**src/rtl/regfile_wb_arbiter.sv**
```systemverilog
// Regfile write-port owner: zero-clears every register after reset or on clr_req,
// then arbitrates two writeback requesters round-robin onto a registered write port.
module regfile_wb_arbiter #(
  parameter  int N    = 16,
  parameter  int XLEN = 32,
  localparam int RA   = $clog2(N)
) (
  input  logic            clk,
  input  logic            rst_n,
  input  logic            clr_req,
  input  logic            req0_valid,
  input  logic [RA-1:0]   req0_addr,
  input  logic [XLEN-1:0] req0_data,
  output logic            req0_ready,
  input  logic            req1_valid,
  input  logic [RA-1:0]   req1_addr,
  input  logic [XLEN-1:0] req1_data,
  output logic            req1_ready,
  output logic            we,
  output logic [RA-1:0]   addrw,
  output logic [XLEN-1:0] dataw,
  output logic            init_done
);

  typedef enum logic {CLEAR, RUN} state_t;

  localparam logic [RA-1:0] LAST_ADDR = RA'(N - 1);

  state_t          state_q;
  logic [RA-1:0]   cnt_q;
  logic            prio_q;
  logic            we_q;
  logic [RA-1:0]   addrw_q;
  logic [XLEN-1:0] dataw_q;
  logic            grant_ok;

  // A clear request blocks acceptance in the same cycle it is seen.
  assign grant_ok = (state_q == RUN) && !clr_req;

  always_comb begin
    req0_ready = 1'b0;
    req1_ready = 1'b0;
    if (grant_ok) begin
      if (req0_valid && (!req1_valid || !prio_q)) begin
        req0_ready = 1'b1;
      end else if (req1_valid) begin
        req1_ready = 1'b1;
      end
    end
  end

  always_ff @(posedge clk or negedge rst_n) begin
    if (!rst_n) begin
      state_q <= CLEAR;
      cnt_q   <= '0;
      prio_q  <= 1'b0;
      we_q    <= 1'b0;
      addrw_q <= '0;
      dataw_q <= '0;
    end else begin
      case (state_q)
        CLEAR: begin
          we_q    <= 1'b1;
          addrw_q <= cnt_q;
          dataw_q <= '0;
          if (cnt_q == LAST_ADDR) begin
            state_q <= RUN;
            cnt_q   <= '0;
          end else begin
            cnt_q <= cnt_q + 1'b1;
          end
        end
        RUN: begin
          if (clr_req) begin
            state_q <= CLEAR;
            cnt_q   <= '0;
            we_q    <= 1'b0;
          end else if (req0_ready) begin
            we_q    <= 1'b1;
            addrw_q <= req0_addr;
            dataw_q <= req0_data;
            prio_q  <= 1'b1;
          end else if (req1_ready) begin
            we_q    <= 1'b1;
            addrw_q <= req1_addr;
            dataw_q <= req1_data;
            prio_q  <= 1'b0;
          end else begin
            we_q <= 1'b0;
          end
        end
        default: state_q <= CLEAR;
      endcase
    end
  end

  assign we        = we_q;
  assign addrw     = addrw_q;
  assign dataw     = dataw_q;
  assign init_done = (state_q == RUN);

endmodule

```
**config.mk**
```make
export PLATFORM = sky130hd
export DESIGN_NAME = regfile_wb_arbiter
export DESIGN_NICKNAME = d
export VERILOG_FILES = /design/src/rtl/regfile_wb_arbiter.sv
export SDC_FILE = /design/constraint.sdc
export NUM_CORES = 1
export LEC_CHECK = 0
export ABC_AREA = 1
export CORE_MARGIN = 2
export CORE_UTILIZATION = 30
export DETAILED_ROUTE_END_ITERATION = 7
export MAX_ROUTING_LAYER = met4
export PLACE_DENSITY = 0.69
export SYNTH_ARGS = -nofsm -noshare
export SYNTH_HDL_FRONTEND = slang
export SYNTH_SLANG_ARGS = --single-unit
```
**constraint.sdc**
```tcl
create_clock -name clk -period 1.88 [get_ports clk]
set_input_delay 0.564 -clock clk [delete_from_list [all_inputs] [get_ports clk]]
set_output_delay 0.564 -clock clk [all_outputs]
set_load 0.005 [all_outputs]
```
==> results.cfg, run 1 <==
[run_status]
status = complete, no violations

[die]
die_w_um = 87.33
ios = 117
die_h_um = 87.33
coreArea_mm2 = 0.006756
dieArea_mm2 = 0.007627
floorplan.initialDensity = 0.3083
placementRows = 30

[logic_synthesis]
syn_inst = 213
syn_nets = 291
synth_seq_cells = 43
async_flop_share = 1.000
synth.top_cell.area_share = 0.5165
yosysSeqAreaShare = 0.5165
synth_top_cell_by_area = dfrtp_1
syn_area_per_cell_um2 = 9.781
synth_area_mm2 = 0.002083
yosysWarningCount = 0
ys.flop_type = dfrtp_1
synth_edf_count = 0
ys_top_cells_by_area = dfrtp_1, nand2_1, a22oi_1
ys_top_cells_by_count = nand2_1, dfrtp_1, a22oi_1, a22oi_2, nand3_1
synth_most_common_cell = nand2_1
netlist-cell-type-count = 22

[clocking]
clk_pin_slew_ns = 0.08
cts.sinks = 43
cts_tree = built
htreeDepth = 2
cts_made_buffers = 5
clock_tree.buffer_depth = 2
clock-root-buffer = clkbuf_8
clk_latency_ns = 0.29

[grt]
grt_overflow = 0
grt_pass1_wl_um = 8652
grt_use_total = 0.1475
grt_antenna_before_repair = 0
grt_max_degree = 37
grt_pass1_vias = 1909

[worst_setup_path]
cpMaxStageDelayCell = clkdlybuf4s15_1
timing.critical_path.required_ns = 1.32
start_kind = input pin
crit_family = buffers and inverters
path_buf_inv = 2
cp_max_fo = 3
worstPathCellList = clkdlybuf4s15_1 > nand2_2 > a21oi_4 > buf_2
arrival_ns = 1.28
path_class = in2out
max_stage_delay_ns = 0.26
crit_path_end_kind = output pin

[placement]
dp_hpwl_um = 4119
numPortBuffers = 116
dpl_worst_slack_ns = -0.6367
gp_congestion = 0.7641

[detailed_routing]
drtIter0Drc = 51
antenna_left = 0
wl_per_cell_um = 12.71
vias = 1925
wl_um = 5400
via_per_inst = 4.529
drc = 0
dr.pass1.iters = 4

[finish]
layout-area-overhead-vs-synth_pct = 65.89
diodes = 0
drive_gt1_frac = 0.1391
fin_nets = 422

[timing]
rsz0062_at_grt = no
setup_violations = 0
relSlewSlack = 0.7220
fin_skew_ns = 0.004858
min_period_ns = 1.840
fmax_mhz = 543.5
slew_violations = 0
hold_violations = 0
worst_hold_slack_ns = 0.1964
min_period_over_period = 0.9788
tns_ns = 0
setup_slack_ns = 0.03994
tightest_slew_ns = 0.4171

[power]
power_mw = 2.996
powerDensity_mw_per_mm2 = 866.9
ir_drop_mv = 0.4909
p_leak_nw = 1.630

[worst_hold_path]
hp-class = in2async

[flow_run]
maxCapViolCount = 0
-- power by group --
| part | switching, mW | leakage, nW | total (mW) | internal, mW |
|---|---|---|---|---|
| Clock | 0.300 | 0.0412 | 0.559 | 0.260 |
| Combinational | 0.549 | 1.02 | 1.22 | 0.667 |
| Sequential | 0.111 | 0.574 | 1.22 | 1.11 |
-- final timing paths --
| check | start | to | slack [ns] | depth (start not counted) |
|---|---|---|---|---|
| max | req1_valid | req1_ready | 0.04 | 4 |
| min | rst_n | dataw[2] | 0.20 | 1 |
| max reg2reg | prio_q | addrw[1] | 0.44 | 8 |
| min reg2reg | dataw[8] | dataw[8] | 0.48 | 2 |
| max in group asynchronous | rst_n | init_done | 1.20 | 2 |
| min in group clk | dataw[8] | dataw[8] | 0.48 | 2 |
-- stage by stage --
stage | cell area [um^2] | instances | utilization
global route | 3456 | 425 | 0.5115
detailed placement | 3357 | 414 | 0.4969
global placement | 3357 | 414 | 0.4969
CTS | 3452 | 425 | 0.5109
floorplan | 2083 | 213 | -
finish | 3456 | 425 | 0.5115
-- cell usage in the layout, fill, tap and decap left out, types with 2 or more instances in the layout --
| cell type | n |
|---|---|
| clkdlybuf4s50_1 | 109 |
| nand2_1 | 97 |
| dfrtp_1 | 42 |
| a22oi_1 | 23 |
| buf_4 | 15 |
| a22oi_2 | 9 |
| nand3_1 | 9 |
| inv_1 | 5 |
| clkbuf_8 | 5 |
| buf_2 | 3 |
| buf_12 | 3 |
| nand2_2 | 2 |
| nand3_4 | 2 |
| o21ai_0 | 2 |
| nor2_1 | 2 |
| dlygate4sd2_1 | 2 |
-- timing repair --
action,4_1_cts,5_1_grt
hold buffers,0,0
endpoints found under the setup margin,4,3
endpoints found under the hold margin,0,0
buffers inserted,3,0
pin swaps,0,1
resized for setup,12,2
-- flip-flops by register name, indices dropped and copies added, names as in the netlist --
| register | count |
|---|---|
| init_done | 1 |
| prio_q | 1 |
| addrw | 4 |
| dataw | 32 |
| we | 1 |
| cnt_q | 4 |
-- cell type report --
class | instances | area (um^2)
Timing Repair Buffer | 134 | 1319
Sequential cell | 43 | 1077
Clock inverter | 2 | 12.51
Multi-Input combinational cell | 153 | 845.8
Inverter | 7 | 28.78
Fill cell | 645 | 3301
Clock buffer | 6 | 72.57
Tap cell | 80 | 100.1
-- worst reg2reg max path, cell delays in order, from the launching register on --
cell and delay, ns:
dfrtp_1 0.39, nand2_2 0.13, nand2_2 0.08, nor2_4 0.09
buf_4 0.37, nand2_1 0.13, nand2_1 0.08, nand2_1 0.05
nand3_1 0.07
-- logic make-up after synthesis --
| family | after synthesis | share of synthesized area |
|---|---|---|
| compound gates | 37 | 0.1562 |
| fa+ha+maj | 1 | 0.006005 |
| buf+inv | 17 | 0.07748 |
| flops | 43 | 0.5165 |
| simple gates | 115 | 0.2438 |
-- metal layers --
| layer | GRT usage | part of all wire | up-vias |
|---|---|---|---|
| met2 | 0.2452 | 0.49 | 73 |
| met1 | 0.1810 | 0.43 | 876 |
| met4 | 0.03357 | 0.0050 | 0 |
| met5 | - | 0 | - |
| li1 | - | - | 972 |
| met3 | 0.03697 | 0.074 | 4 |
No activity file was read; power rests on OpenSTA's default activity.
==> run 2, diff against run 1 <==
--- a/config.mk
+++ b/config.mk
@@ -5,12 +5,10 @@
 export SDC_FILE = /design/constraint.sdc
 export NUM_CORES = 1
 export LEC_CHECK = 0
-export ABC_AREA = 1
-export CORE_MARGIN = 2
 export CORE_UTILIZATION = 30
 export DETAILED_ROUTE_END_ITERATION = 7
 export MAX_ROUTING_LAYER = met4
-export PLACE_DENSITY = 0.69
+export PLACE_DENSITY = 0.7
 export SYNTH_ARGS = -nofsm -noshare
 export SYNTH_HDL_FRONTEND = slang
 export SYNTH_SLANG_ARGS = --single-unit
==> run 2 against run 1 <==
Against the previous run:
- register-to-register slack got worse by 0.28 ns
- cell area decreased by 1.4%
- synthesized cell count decreased by 22%
- area after synthesis decreased by 4.3%
- wire length increased by 13%
- sequential share of layout area increased by 0.40 points
- largest power group unchanged
- cell count decreased by 13%
- clock-buffer cell count unchanged
- critical endpoint unchanged
- power decreased by 9.2%
- sequential power decreased by 3%
- die area decreased by 8.5%
==> results.cfg, run 2 <==
[finish]
largest_reg_flops = 32
fill_cells = 603
final_common_cell = clkdlybuf4s50_1
final_cell_mix = clkdlybuf4s50_1, dfrtp_1, a221o_1
drive_gt1_frac = 0.1429
instances_no_fill = 371
diodes = 0
layout-area-overhead-vs-synth_pct = 70.89
final_area_mm2 = 0.003408
fin_nets = 371

[placement]
placed_cells = 357
place_area_mm2 = 0.003271
gp_congestion = 0.7826
dp_hpwl_um = 4141
numPortBuffers = 116

[worst_setup_path]
cpMaxStageDelayCell = dfrtp_1
reg2reg_slack_ns = 0.16
crit_path_end_kind = output pin
max_stage_delay_ns = 0.39
timing.critical_path.required_ns = 1.32
cp_max_fo = 3
start_kind = register
rr_worst_depth = 6
arrival_ns = 1.24
path_class = reg2out
rr_endpoint = dataw[13]
worstPathCellList = and2b_2 > nor3_4 > buf_2
timing.rr.start = init_done

[clocking]
htreeDepth = 2
clk_pin_slew_ns = 0.08
clock-root-buffer = clkbuf_8
cts_tree = built
hold_buffers = 0
clk_latency_ns = 0.29
clock_tree.buffer_depth = 2
cts_made_buffers = 5
cts.sinks = 43

[timing]
tightest_slew_ns = 0.5953
hold_violations = 0
tns_ns = 0
min_period_over_period = 0.9573
relSlewSlack = 0.6032
worst_hold_slack_ns = 0.2743
min_period_ns = 1.800
slew_violations = 0
fin_skew_ns = 0.004606
fmax_mhz = 555.7
setup_violations = 0
rsz0062_at_grt = no

[logic_synthesis]
syn_nets = 245
async_flop_share = 1.000
ys_top_cells_by_count = dfrtp_1, a221o_1, and3_1, clkbuf_1, inv_1
synth_most_common_cell = dfrtp_1
synth.top_cell.area_share = 0.5395
synth_seq_cells = 43
yosysSeqAreaShare = 0.5395
syn_area_per_cell_um2 = 11.94
ys_top_cells_by_area = dfrtp_1, a221o_1, and3_1
synth_top_cell_by_area = dfrtp_1
yosysWarningCount = 0
synth_area_mm2 = 0.001994
syn_inst = 167
netlist-cell-type-count = 29
synth_edf_count = 0
ys.flop_type = dfrtp_1

[die]
ios = 117
coreArea_mm2 = 0.006386
die_w_um = 83.54
dieArea_mm2 = 0.006978
floorplan.initialDensity = 0.3123
die_h_um = 83.54
placementRows = 29

[power]
ir_drop_mv = 0.3761
power_mw = 2.720
p_leak_nw = 1.620
powerDensity_mw_per_mm2 = 798.2

[grt]
grtUsageMet2 = 0.2846
use_met1 = 0.2486
grt_busiest_layer = met2
grt_max_degree = 36
grt_pass1_vias = 1949
grt_use_met3 = 0.03462
grt_antenna_before_repair = 0
grt_use_total = 0.1813
grt_pass1_wl_um = 9922
grt_overflow = 0

[flow_run]
maxCapViolCount = 0

[worst_hold_path]
hp-class = in2async

[detailed_routing]
drc = 0
vias = 1924
wl_um = 6111
via_per_inst = 5.186
drtIter0Drc = 83
wl_per_cell_um = 16.47
antenna_left = 0
dr.pass1.iters = 4

[run_status]
status = complete, no violations
-- run 2: cell types whose count changed after synthesis, sizes merged, moves of 2 or more --
cell	change
and2	+2
a221o	+35
nor2	-2
a22oi	-32
nor2b	+4
nand2	-97
a31o	+3
clkbuf	+7
and3	+32
buf	-2
nand3	-9
-- run 2: critical path, delay by kind of cell (launching register included) --
family / cells / cell delay [ns]
buffers and inverters: 1 / 0.16
flip-flops: 1 / 0.39
AND/OR/NAND/NOR: 2 / 0.40
-- run 2: repair_timing --
| item | CTS | global route |
|---|---|---|
| setup endpoints to repair | 38 | 3 |
| pin swaps | 3 | 1 |
| gates resized for setup | 22 | 5 |
| buffers inserted | 3 | 3 |
-- run 2: worst max-delay path by stage --
stage	end	cells past startpoint	start	slack [ns]
2_1_floorplan	req1_ready	3	clr_req	0.07
3_3_place_gp	req0_ready	4	req0_valid	-0.70
3_5_place_dp	req0_ready	4	req0_valid	-0.73
4_1_cts	req1_ready	3	prio_q	0.0001
5_1_grt	req1_ready	3	prio_q	0.03
6_report	req1_ready	3	prio_q	0.08
-- run 2: routing by layer --
| layer | vias to the layer above | routed length, um |
|---|---|---|
| met4 | 0 | 19 |
| met5 | - | 0 |
| li1 | 904 | - |
| met3 | 2 | 346 |
| met2 | 73 | 2843 |
| met1 | 945 | 2902 |
-- run 2: report_power, final --
| part | total [mW] | switching [mW] | internal (mW) |
|---|---|---|---|
| registers | 1.18 | 0.111 | 1.07 |
| logic | 0.968 | 0.376 | 0.592 |
| clock network | 0.570 | 0.310 | 0.260 |
| total | 2.72 | 0.797 | 1.92 |
-- run 2: area by class of cell --
type                            instances  area, um^2  area share
Tap cell                               77       96.34     0.02827
Timing Repair Buffer                  134        1301      0.3818
Multi-Input combinational cell        102       823.3      0.2416
Sequential cell                        43        1076      0.3157
Inverter                                7       26.28    0.007709
Clock buffer                            6       72.57     0.02129
Clock inverter                          2       12.51    0.003671
-- run 2: logic make-up after synthesis --
logic type / Yosys count / share of synthesized area
AO/OA/AOI/OAI: 51 / 0.2359
AND/OR/NAND/NOR: 49 / 0.1550
flip-flops: 43 / 0.5395
buffers and inverters: 22 / 0.05897
XOR/XNOR: 1 / 0.004392
adder cells (fa/ha/maj): 1 / 0.006273
-- run 2: stage by stage --
| step | worst slack (ns) | utilization |
|---|---|---|
| final | 0.08033 | 0.5337 |
| after floorplan | 0.07148 | - |
| after global placement | -0.7038 | 0.5121 |
| after CTS | 0.0001186 | 0.5302 |
| after detailed placement | -0.7297 | 0.5121 |
| after global routing | 0.03098 | 0.5337 |
==> run 3, diff against run 2 <==
--- a/config.mk
+++ b/config.mk
@@ -12,3 +12,4 @@
 export SYNTH_ARGS = -nofsm -noshare
 export SYNTH_HDL_FRONTEND = slang
 export SYNTH_SLANG_ARGS = --single-unit
+export TNS_END_PERCENT = 5
==> run 3 against run 2 <==
Against the previous run:
- cell area is 0.22% lower
- sequential share of layout area is 0.070 points higher
- utilization is 0.12 points lower
- sequential cell count stayed put
- clock skew hardly changed
- clock-buffer cell count stayed put
- hold slack hardly changed
- die area stayed put
- worst setup slack better by 0.0070 ns
- cell count is 0.27% lower
- critical path depth stayed put
- global-route usage stayed put
- critical endpoint unchanged
==> results.cfg, run 3 (synthesis results as in run 2) <==
[worst_setup_path]
crit_family = simple AND/OR/NAND/NOR gates
timing.rr.start = init_done
cp.depth = 3
timing.critical_path.required_ns = 1.32
reg2reg_slack_ns = 0.27
cp-endpoint = req1_ready
path_buf_inv = 1
start_kind = register
arrival_ns = 1.23
crit_path_end_kind = output pin
rr_endpoint = dataw[13]
cp_max_fo = 3
path_class = reg2out
max_stage_delay_ns = 0.39
critPathLaunch = prio_q
cpMaxStageDelayCell = dfrtp_1
worstPathCellList = and2b_2 > nor3_4 > buf_2
rr_worst_depth = 5

[timing]
min_period_over_period = 0.9536
min_period_ns = 1.793
relSlewSlack = 0.6031
tightest_slew_ns = 0.5953
rsz0062_at_grt = no
slew_violations = 0
fin_skew_ns = 0.004608
fmax_mhz = 557.8
hold_violations = 0
setup_violations = 0
worst_hold_slack_ns = 0.2743

[detailed_routing]
dr.max_layer_used = met4
wl_um = 6100
wl_per_cell_um = 16.49
vias = 1925
dr.pass1.iters = 4
via_per_inst = 5.203
met1_length_um = 2892
wl_met3_um = 348
antenna_left = 0
drc = 0
drtIter0Drc = 81
met2WireLength_um = 2839

[placement]
dp_hpwl_um = 4141
place_area_mm2 = 0.003271
gp_congestion = 0.7826
numPortBuffers = 116

[die]
die_h_um = 83.54
ios = 117
coreArea_mm2 = 0.006386
floorplan.initialDensity = 0.3123
dieArea_mm2 = 0.006978
die_w_um = 83.54
placementRows = 29

[clocking]
cts.sinks = 43
cts_tree = built
cts_made_buffers = 5
clk_latency_ns = 0.29
htreeDepth = 2
clock_tree.buffer_depth = 2
clk_pin_slew_ns = 0.08
hold_buffers = 0
clock-root-buffer = clkbuf_8

[grt]
grt_max_degree = 36
grt_antenna_before_repair = 0
grt_overflow = 0
grt_pass1_vias = 1949
grt_pass1_wl_um = 9922
grt_use_total = 0.1813

[finish]
final_cell_mix = clkdlybuf4s50_1, dfrtp_1, a221o_1
drive_gt1_frac = 0.1399
final_common_cell = clkdlybuf4s50_1
diodes = 0
largest_reg_flops = 32
layout-area-overhead-vs-synth_pct = 70.51
final_area_mm2 = 0.003401
fin_nets = 370

[power]
p_leak_nw = 1.615
power_mw = 2.718
ir_drop_mv = 0.3758
powerDensity_mw_per_mm2 = 799.2

[flow_run]
maxCapViolCount = 0

[run_status]
status = complete, no violations

[worst_hold_path]
hp-class = in2async
## run 3: cell types whose count changed in the layout (fill, tap and decap cells not counted), sizes merged
| cell | previous run | this run |
|---|---|---|
| buf | 22 | 21 |
## run 3: how the worst min path moves through the flow
| stage | start | to | slack, ns | depth (start not counted) |
|---|---|---|---|---|
| global route | rst_n | we | 0.31 | 1 |
| finish | rst_n | we | 0.27 | 1 |
| floorplan | rst_n | addrw[0] | 0.27 | 0 |
| global placement | prio_q | prio_q | 0.50 | 1 |
| detailed placement | prio_q | prio_q | 0.50 | 1 |
| CTS | rst_n | we | 0.28 | 1 |
## run 3: per-layer routing
layer	vias to the layer above	track usage
li1	902	-
met1	944	0.2486
met2	77	0.2846
met3	2	0.03462
met4	0	0.03236
met5	-	-
## run 3: final cells by class
type | count | area (um^2)
Tap cell | 77 | 96.34
Timing Repair Buffer | 133 | 1294
Clock inverter | 2 | 12.51
Sequential cell | 43 | 1076
Inverter | 7 | 26.28
Clock buffer | 6 | 72.57
Multi-Input combinational cell | 102 | 823.3
Fill cell | 602 | 2985
## run 3: per-stage QoR
| step | setup slack, ns | instances | setup TNS [ns] | util |
|---|---|---|---|---|
| final | 0.08729 | 370 | 0 | 0.5325 |
| after global routing | 0.03098 | 370 | 0 | 0.5325 |
| after CTS | 0.0001186 | 368 | 0 | 0.5302 |
| after detailed placement | -0.7297 | 357 | -13.50 | 0.5121 |
| after global placement | -0.7038 | 357 | -12.40 | 0.5121 |
| after floorplan | 0.07148 | 167 | 0 | - |
## run 3: what timing repair did
action                                  CTS  global route
setup buffers                             3             2
pin swaps                                 3             1
resized for setup                        22             5
endpoints found under the setup margin   38             3
## run 3: report_power, final
group	switching (mW)	internal, mW
registers	0.111	1.07
clock network	0.310	0.260
logic	0.375	0.591
total	0.796	1.92
